**src/rtl/fuzzificador_it2_seq.sv**
```systemverilog
// rtl/fuzzificador_it2_seq.sv - time-multiplexed interval type-2 trapezoidal fuzzifier
// One shared restoring divider evaluates every UP/LOW trapezoid in turn.
module fuzzificador_it2_seq #(
   parameter  int W    = 8,
   parameter  int N_IN = 2,
   parameter  int N_MF = 3,
   localparam int K    = N_IN * N_MF,
   localparam int AW   = $clog2(K * 8)
) (
   input  logic              clk,
   input  logic              RESET,
   input  logic              EN_SCLK,
   input  logic              in_valid,
   output logic              in_ready,
   input  logic [N_IN*W-1:0] in_data,
   input  logic              cfg_we,
   input  logic [AW-1:0]     cfg_addr,
   input  logic [W-1:0]      cfg_data,
   output logic              cfg_err,
   output logic [K*W-1:0]    mu_up,
   output logic [K*W-1:0]    mu_low,
   output logic [K-1:0]      active,
   output logic              busy,
   output logic              done
);
   localparam int             EW      = AW - 2;
   localparam int             CW      = $clog2(W);
   localparam logic [W-1:0]   MAXV    = '1;
   localparam logic [EW-1:0]  EV_LAST = EW'(2 * K - 1);

   typedef enum logic [2:0] {S_IDLE, S_LOAD, S_DIV, S_WRITE, S_PUB} state_t;
   state_t state;

   logic [W-1:0]      pts    [K*8];
   logic [W-1:0]      sh_up  [K];
   logic [W-1:0]      sh_low [K];
   logic [N_IN*W-1:0] x_reg;
   logic [EW-1:0]     ev;
   logic [CW-1:0]     dcnt;
   logic [W-1:0]      rem, qsh, dvs;

   logic [W-1:0]      x, pa, pb, pc, pd, diff, dv;
   logic [2*W-1:0]    num;
   logic [W:0]        trial, sub;

   assign in_ready = (state == S_IDLE);
   assign busy     = (state != S_IDLE);

   // ev = {k, ul}, so the point table address is simply {ev, pt}
   always_comb begin
      x = '0;
      for (int i = 0; i < N_IN; i++)
         if (int'(ev[EW-1:1]) / N_MF == i) x = x_reg[i*W +: W];
      pa   = pts[{ev, 2'd0}];
      pb   = pts[{ev, 2'd1}];
      pc   = pts[{ev, 2'd2}];
      pd   = pts[{ev, 2'd3}];
      diff = '0;
      dv   = W'(1);
      num  = '0;
      if (x >= pb && x <= pc) begin
         num = {{W{1'b0}}, MAXV};
      end else if (x <= pa || x >= pd) begin
         num = '0;
      end else if (x < pb) begin
         diff = x - pa;
         dv   = pb - pa;
         num  = {diff, {W{1'b0}}} - {{W{1'b0}}, diff};
      end else begin
         diff = pd - x;
         dv   = pd - pc;
         num  = {diff, {W{1'b0}}} - {{W{1'b0}}, diff};
      end
      trial = {rem, qsh[W-1]};
      sub   = trial - {1'b0, dvs};
   end

   always_ff @(posedge clk or negedge RESET) begin
      if (!RESET) begin
         state   <= S_IDLE;
         x_reg   <= '0;
         ev      <= '0;
         dcnt    <= '0;
         rem     <= '0;
         qsh     <= '0;
         dvs     <= '0;
         mu_up   <= '0;
         mu_low  <= '0;
         active  <= '0;
         done    <= 1'b0;
         cfg_err <= 1'b0;
         for (int a = 0; a < K * 8; a++) pts[a] <= '0;
         for (int k = 0; k < K; k++) begin
            sh_up[k]  <= '0;
            sh_low[k] <= '0;
         end
      end else if (EN_SCLK) begin
         done    <= 1'b0;
         cfg_err <= 1'b0;
         if (cfg_we) begin
            if (state == S_IDLE && int'(cfg_addr) < K * 8) pts[cfg_addr] <= cfg_data;
            else cfg_err <= 1'b1;
         end
         case (state)
            S_IDLE: begin
               if (in_valid) begin
                  x_reg <= in_data;
                  ev    <= '0;
                  state <= S_LOAD;
               end
            end
            S_LOAD: begin
               rem   <= num[2*W-1:W];
               qsh   <= num[W-1:0];
               dvs   <= dv;
               dcnt  <= '0;
               state <= S_DIV;
            end
            S_DIV: begin
               // sub[W] set means the trial remainder is below the divisor
               rem  <= sub[W] ? trial[W-1:0] : sub[W-1:0];
               qsh  <= {qsh[W-2:0], ~sub[W]};
               dcnt <= dcnt + 1'b1;
               if (dcnt == CW'(W - 1)) state <= S_WRITE;
            end
            S_WRITE: begin
               if (ev[0]) sh_low[ev[EW-1:1]] <= qsh;
               else       sh_up[ev[EW-1:1]]  <= qsh;
               if (ev == EV_LAST) begin
                  state <= S_PUB;
               end else begin
                  ev    <= ev + 1'b1;
                  state <= S_LOAD;
               end
            end
            S_PUB: begin
               for (int k = 0; k < K; k++) begin
                  mu_up[k*W +: W]  <= sh_up[k];
                  mu_low[k*W +: W] <= sh_low[k];
                  active[k]        <= (sh_up[k] != '0);
               end
               done  <= 1'b1;
               state <= S_IDLE;
            end
            default: state <= S_IDLE;
         endcase
      end
   end
endmodule
```
**config.mk**
```make
export PLATFORM = sky130hd
export DESIGN_NAME = fuzzificador_it2_seq
export DESIGN_NICKNAME = d
export VERILOG_FILES = /design/src/rtl/fuzzificador_it2_seq.sv
export SDC_FILE = /design/constraint.sdc
export NUM_CORES = 1
export LEC_CHECK = 0
export BUFFER_PORTS_ARGS = -buffer_cell sky130_fd_sc_hd__buf_2
export CAP_MARGIN = 0
export CORE_MARGIN = 1.5
export CORE_UTILIZATION = 47
export CTS_BUF_LIST = sky130_fd_sc_hd__clkbuf_8
export DETAILED_ROUTE_END_ITERATION = 8
export PLACE_DENSITY = 0.66
export SLEW_MARGIN = 20
export SYNTH_ARGS = -nofsm -noshare
export SYNTH_HDL_FRONTEND = slang
export SYNTH_SLANG_ARGS = --single-unit
```
**constraint.sdc**
```tcl
create_clock -name clk -period 9.9 [get_ports clk]
set_input_delay 0.495 -clock clk [delete_from_list [all_inputs] [get_ports clk]]
set_output_delay 0.495 -clock clk [all_outputs]
set_load 0.05 [all_outputs]
```
==> After elaboration in Yosys (flattened, before gate mapping) <==
Cells that the tools add are included.
{ "op_classes": {"reduce_logical": 25, "add_sub_neg": 9, "n_eq_ne": 10, "n_lt_le_gt_ge": 14, "div": 1, "muxes": 41, "n_bitwise": 8} }
{ "ops": {"columns": ["op", "count"], "rows": [
  ["$bwmux W384", 1],
  ["$bmux W8 S6", 4],
  ["$mux W8", 16],
  ["$bwmux W48", 2],
  ["$demux W8 S6", 1],
  ["$mux W16", 3],
  ["$reduce_bool A8 Y1", 6],
  ["$ge A7 B7 Y1 const B", 5],
  ["$not A6 Y7", 5],
  ["$div A4 B3 Y32 const B", 1],
  ["$eq A32 B2 Y1 const B", 1],
  ["$logic_not A32 Y1", 1],
  ["$pmux W8 S2", 2],
  ["$sub A16 B8 Y16", 2],
  ["$sub A8 B8 Y8", 4],
  ["$demux W8 S3", 1],
  ["$ge A8 B8 Y1", 2],
  ["$le A8 B8 Y1", 2],
  ["$reduce_and A3 Y1", 5],
  ["$pmux W3 S4", 1],
  ["$mux W3", 3],
  ["$sub A9 B8 Y9", 1],
  ["$lt A8 B8 Y1", 1],
  ["$mux W4", 2],
  ["23 further kinds", 36]
]} }
{ "totals": {"reg_bits": 634, "wordCells": 180, "input_bits": 35} }

==> Longest topological paths before layout <==
{ "logic_depth": {"depth_word": 10, "mapped_depth": 23, "ltp_nobuf": 16} }

==> Worst setup path before layout <==
No wires, ideal clock.
{ "synth_timing": {"path_kind": "reg-to-reg", "start": "register ev[1]", "end": "register qsh[3]", "arrival_ps": 5010, "path_stages_with_launch": 23, "period_less_slack_ps": 5137, "path_buffers": 7, "path_slack_ps": 4763, "cell_sequence": "dfrtp_1 buf_6 buf_8 buf_6 buf_2 buf_1 buf_1 clkbuf_1 mux4_2 nand2_1 a21oi_1 a21oi_1 ha_1 nand2b_1 a21boi_0 a21o_1 o2111ai_1 nor3_1 a211oi_1 o311ai_0 o21ai_0 a21oi_1 o21ai_0"} }
{ "synth_via": {"elab_chain_len": 10} }
{ "synth_rtl": {"columns": ["element", "line_no", "rtl"], "rows": [
  ["from (decl)", "38", "logic [EW-1:0] ev;"],
  ["from (signal assigned)", "132", "ev <= ev + 1'b1;"],
  ["$div A4 B3 Y32, or another cell as far along", "53", "if (int'(ev[EW-1:1]) / N_MF == i) x = x_reg[i*W +: W];"],
  ["$logic_not A32 Y1, or another cell as far along", "53", null],
  ["$mux W8, on equally long branches (2 in a row)", "53, 54, 57", null],
  ["$sub A8 B8 Y8, on equally long branches", "70, 66", null],
  ["$sub A16 B8 Y16, on equally long branches", "72, 68", null],
  ["$mux W16", "65", "end else if (x < pb) begin"],
  ["$mux W16", "63", "end else if (x <= pa || x >= pd) begin"],
  ["$mux W16 (*)", "61", "if (x >= pb && x <= pc) begin"],
  ["$pmux W8 S2 (*)", "104", "case (state)"],
  ["to (signal assigned)", "114", "qsh <= num[W-1:0];"],
  ["to (signal assigned)", "122", "qsh <= {qsh[W-2:0], ~sub[W]};"],
  ["to (decl)", "40", "logic [W-1:0] rem, qsh, dvs;"]
]} }
Mark *: on every way between the ends. The rest lies on a longest branch, timed or not. The select of a mux whose other input is x is not followed.
A chain may end at the register's enable or synchronous reset.

==> Worst setup path after layout <==
Same ends and word-level chain as after synthesis.

==> flow_metrics.py <==
metrics = {
    "outcome": {
        "status": "completed",
    },
    "timing": {
        "fin_skew_ps": 49.2,
        "final_max_slew_viol_count": 0,
        "finalHoldViolations": 0,
        "min_period_over_period": 0.578,
        "period_minus_slack_ps": 5720,
        "fmax_mhz": 175,
        "final-setup-viol-count": 0,
        "worstMarginPinSlew_ps": 1100,
        "slew_headroom": 0.270,
        "rsz0062_at_grt": "no",
        "tns_ps": 0,
    },
    "synthesis": {
        "syn-instance-count": 2273,
        "synth_fa_ha_area_frac": 0.0266,
        "yosysMostFrequentCell": "dfrtp_1",
        "synthTopCellsByArea": "dfrtp_1 (52%), mux2_2 (22%), mux4_2 (6.0%)",
        "synth_compound_gate_area_share": 0.0548,
        "synth_warnings": 0,
        "synth_seq_cells": 634,
        "muxShareOfSynthArea": 0.302,
        "netlist_top_cells_count": "dfrtp_1 (634), mux2_2 (595), nand2_1 (125)",
        "synth_nets": 2369,
        "synth_top_family_by_area": "multiplexers",
        "synth_edf_count": 0,
        "synth_simple_gate_area_frac": 0.0544,
        "syn_area_um2": 30500,
        "syn_area_per_cell_um2": 13.4,
        "synth_ff_type": "dfrtp_1",
        "ys_types": 90,
        "synth-seq-area-share": 0.520,
        "synth_top_cell_area_share": 0.520,
        "synth_xor_xnor_area_share": 0.0176,
        "yosys.area.top_type": "dfrtp_1",
        "ys_async_sr_fraction": 1.00,
    },
    "setup_path": {
        "slowest_delay_ps": 720,
        "cp_cell_sequence": "buf_4, buf_4, mux4_2, a21oi_1, ha_1, nand2b_1, a21boi_0, a21o_1, o2111ai_1, nor3_1, a211oi_1, o311ai_0, o21ai_0, a21oi_1, o21ai_0",
        "crit_family": "compound AO/OA/AOI/OAI gates",
        "criticalPathCategory": "reg -> reg",
        "endpoint_kind": "flop",
        "crit_path_top_delay_cell": "buf_4",
        "rr_startpoint": "ev[1]$_DFFE_PN0P_",
        "cp.required_ps": 10520,
        "critPathLaunchType": "flop",
        "cp_max_fo": 50,
        "cp_num_buf_inv": 2,
        "crit_arrival_ps": 6340,
        "cp-startpoint": "ev[1]$_DFFE_PN0P_",
    },
    "global_route": {
        "grt_max_degree": 190,
        "grt_antenna_before_repair": 2,
        "grt.total_usage": 0.230,
        "overflow": 0,
        "first_global_vias": 20200,
        "grt_pass1_wl_um": 119000,
    },
    "clock_network": {
        "clock_latency_ps": 740,
        "cts_buffer_depth": 3,
        "cts-root-buf": "clkbuf_8",
        "cts-htree-levels": 3,
        "postCtsHoldBufs": 17,
        "cts.sinks": 634,
        "cts_setup_buffers": 0,
        "cts_resized": 0,
        "cts.clk_slew.worst_paths_ps": 60,
        "cts_tree": "built",
        "cts_buffers": 106,
    },
    "detailed_routing": {
        "drt_iter0_drc": 1196,
        "routed_via_density": 5.71,
        "num_vias": 19200,
        "postRouteAntennaNets": 0,
        "wire_per_inst_um": 22.5,
        "drc": 0,
        "wirelength_um": 75700,
        "drt_first_pass_iters": 5,
    },
    "finish": {
        "nNetsFinal": 2519,
        "largest_register": "pts",
        "final_layout_size_suffix_gt1_frac": 0.411,
        "regArea_um2": 15900,
        "largest_register_ff_count": 384,
        "syn2layout_area_growth_pct": 12.3,
        "fillCellCount": 5432,
        "multi_input_area_um2": 13900,
        "stdcell_count": 3364,
    },
    "place": {
        "globalplace.congestion": 0.903,
        "dp_cells": 3152,
        "dpl.hpwl_um": 50100,
        "port_buffers": 140,
    },
    "floorplan": {
        "core_um2": 64300,
        "die_w_um": 258,
        "start_util": 0.474,
        "io_pins": 141,
        "die_h_um": 258,
        "dieArea_um2": 66500,
        "rows": 93,
    },
    "power_and_ir_drop": {
        "ir_drop_mv": 0.148,
        "power.density_nw_per_um2": 265,
        "p_leak_uw": 0.0169,
    },
    "job": {
        "max-cap-violations": 0,
    },
    "worst_hold_path": {
        "hold_class": "in -> reg",
        "min_from": "in_data[1]",
    },
}
[area by class of cell]
type,count,share of cell area
multi-input combinational,1458,0.406
timing repair buffer,175,0.0314
antenna,1,0.0000730
inverter,48,0.00525
sequential,634,0.463
clock inverter,65,0.0118
clock buffer,128,0.0514
tap,855,0.0312
[metal layers]
metal	share of wire	GRT usage	up-vias
met4	0.025	0.0737	2
li1	-	-	8596
met1	0.46	0.318	10000
met3	0.043	0.0397	126
met2	0.47	0.371	444
met5	0.00016	0	-
[worst paths after layout]
kind                                                to  slack [ps]  depth (start not counted)
worst min-delay path              x_reg[1]$_DFFE_PN0P_          60                          2
min in group asynchronous       mu_low[32]$_DFFE_PN0P_         420                          2
worst max-delay path                qsh[3]$_DFFE_PN0P_        4180                         15
worst min register to register   mu_low[7]$_DFFE_PN0P_         480                          1
worst max register to register      qsh[3]$_DFFE_PN0P_        4180                         15
max in group asynchronous         pts[287]$_DFFE_PN0P_        7030                          5
[placed cells by master (no fill, tap or decap), types with 22 or more instances in the layout]
cell / instances
ha_1: 58
a21oi_1: 65
mux2_2: 595
mux2i_1: 53
nand3_1: 22
nand2_1: 125
dfrtp_1: 631
inv_1: 85
o21ai_0: 59
xnor2_1: 36
mux4_2: 82
clkbuf_8: 128
nor3_1: 22
buf_2: 139
nor2_1: 80
[per-stage QoR]
stage / power [uW] / util / instance area, um^2 / hold slack (ps) / setup slack [ps]
2_1_floorplan: 5750 / - / 30500 / 199 / 4760
3_3_place_gp: 6700 / 0.496 / 31900 / 467 / 4240
3_5_place_dp: 6760 / 0.496 / 31900 / 481 / 4170
4_1_cts: 9120 / 0.533 / 34300 / 2.65 / 4160
5_1_grt: 9620 / 0.533 / 34300 / 19.7 / 3810
6_report: 9080 / 0.533 / 34300 / 55.9 / 4180
[cell families after synthesis]
| family | after synthesis |
|---|---|
| simple gates | 342 |
| flops | 634 |
| mux | 741 |
| fa+ha+maj | 63 |
| buf+inv | 181 |
| compound gates | 254 |
| xor+xnor | 58 |
[power breakdown]
part           switching, uW  leakage (uW)  internal (uW)
clock network           1090       0.00127           1240
registers                307       0.00872           2890
logic                   2130       0.00687           1430
total                   3530        0.0169           5550
(Power assumes the default switching activity.)
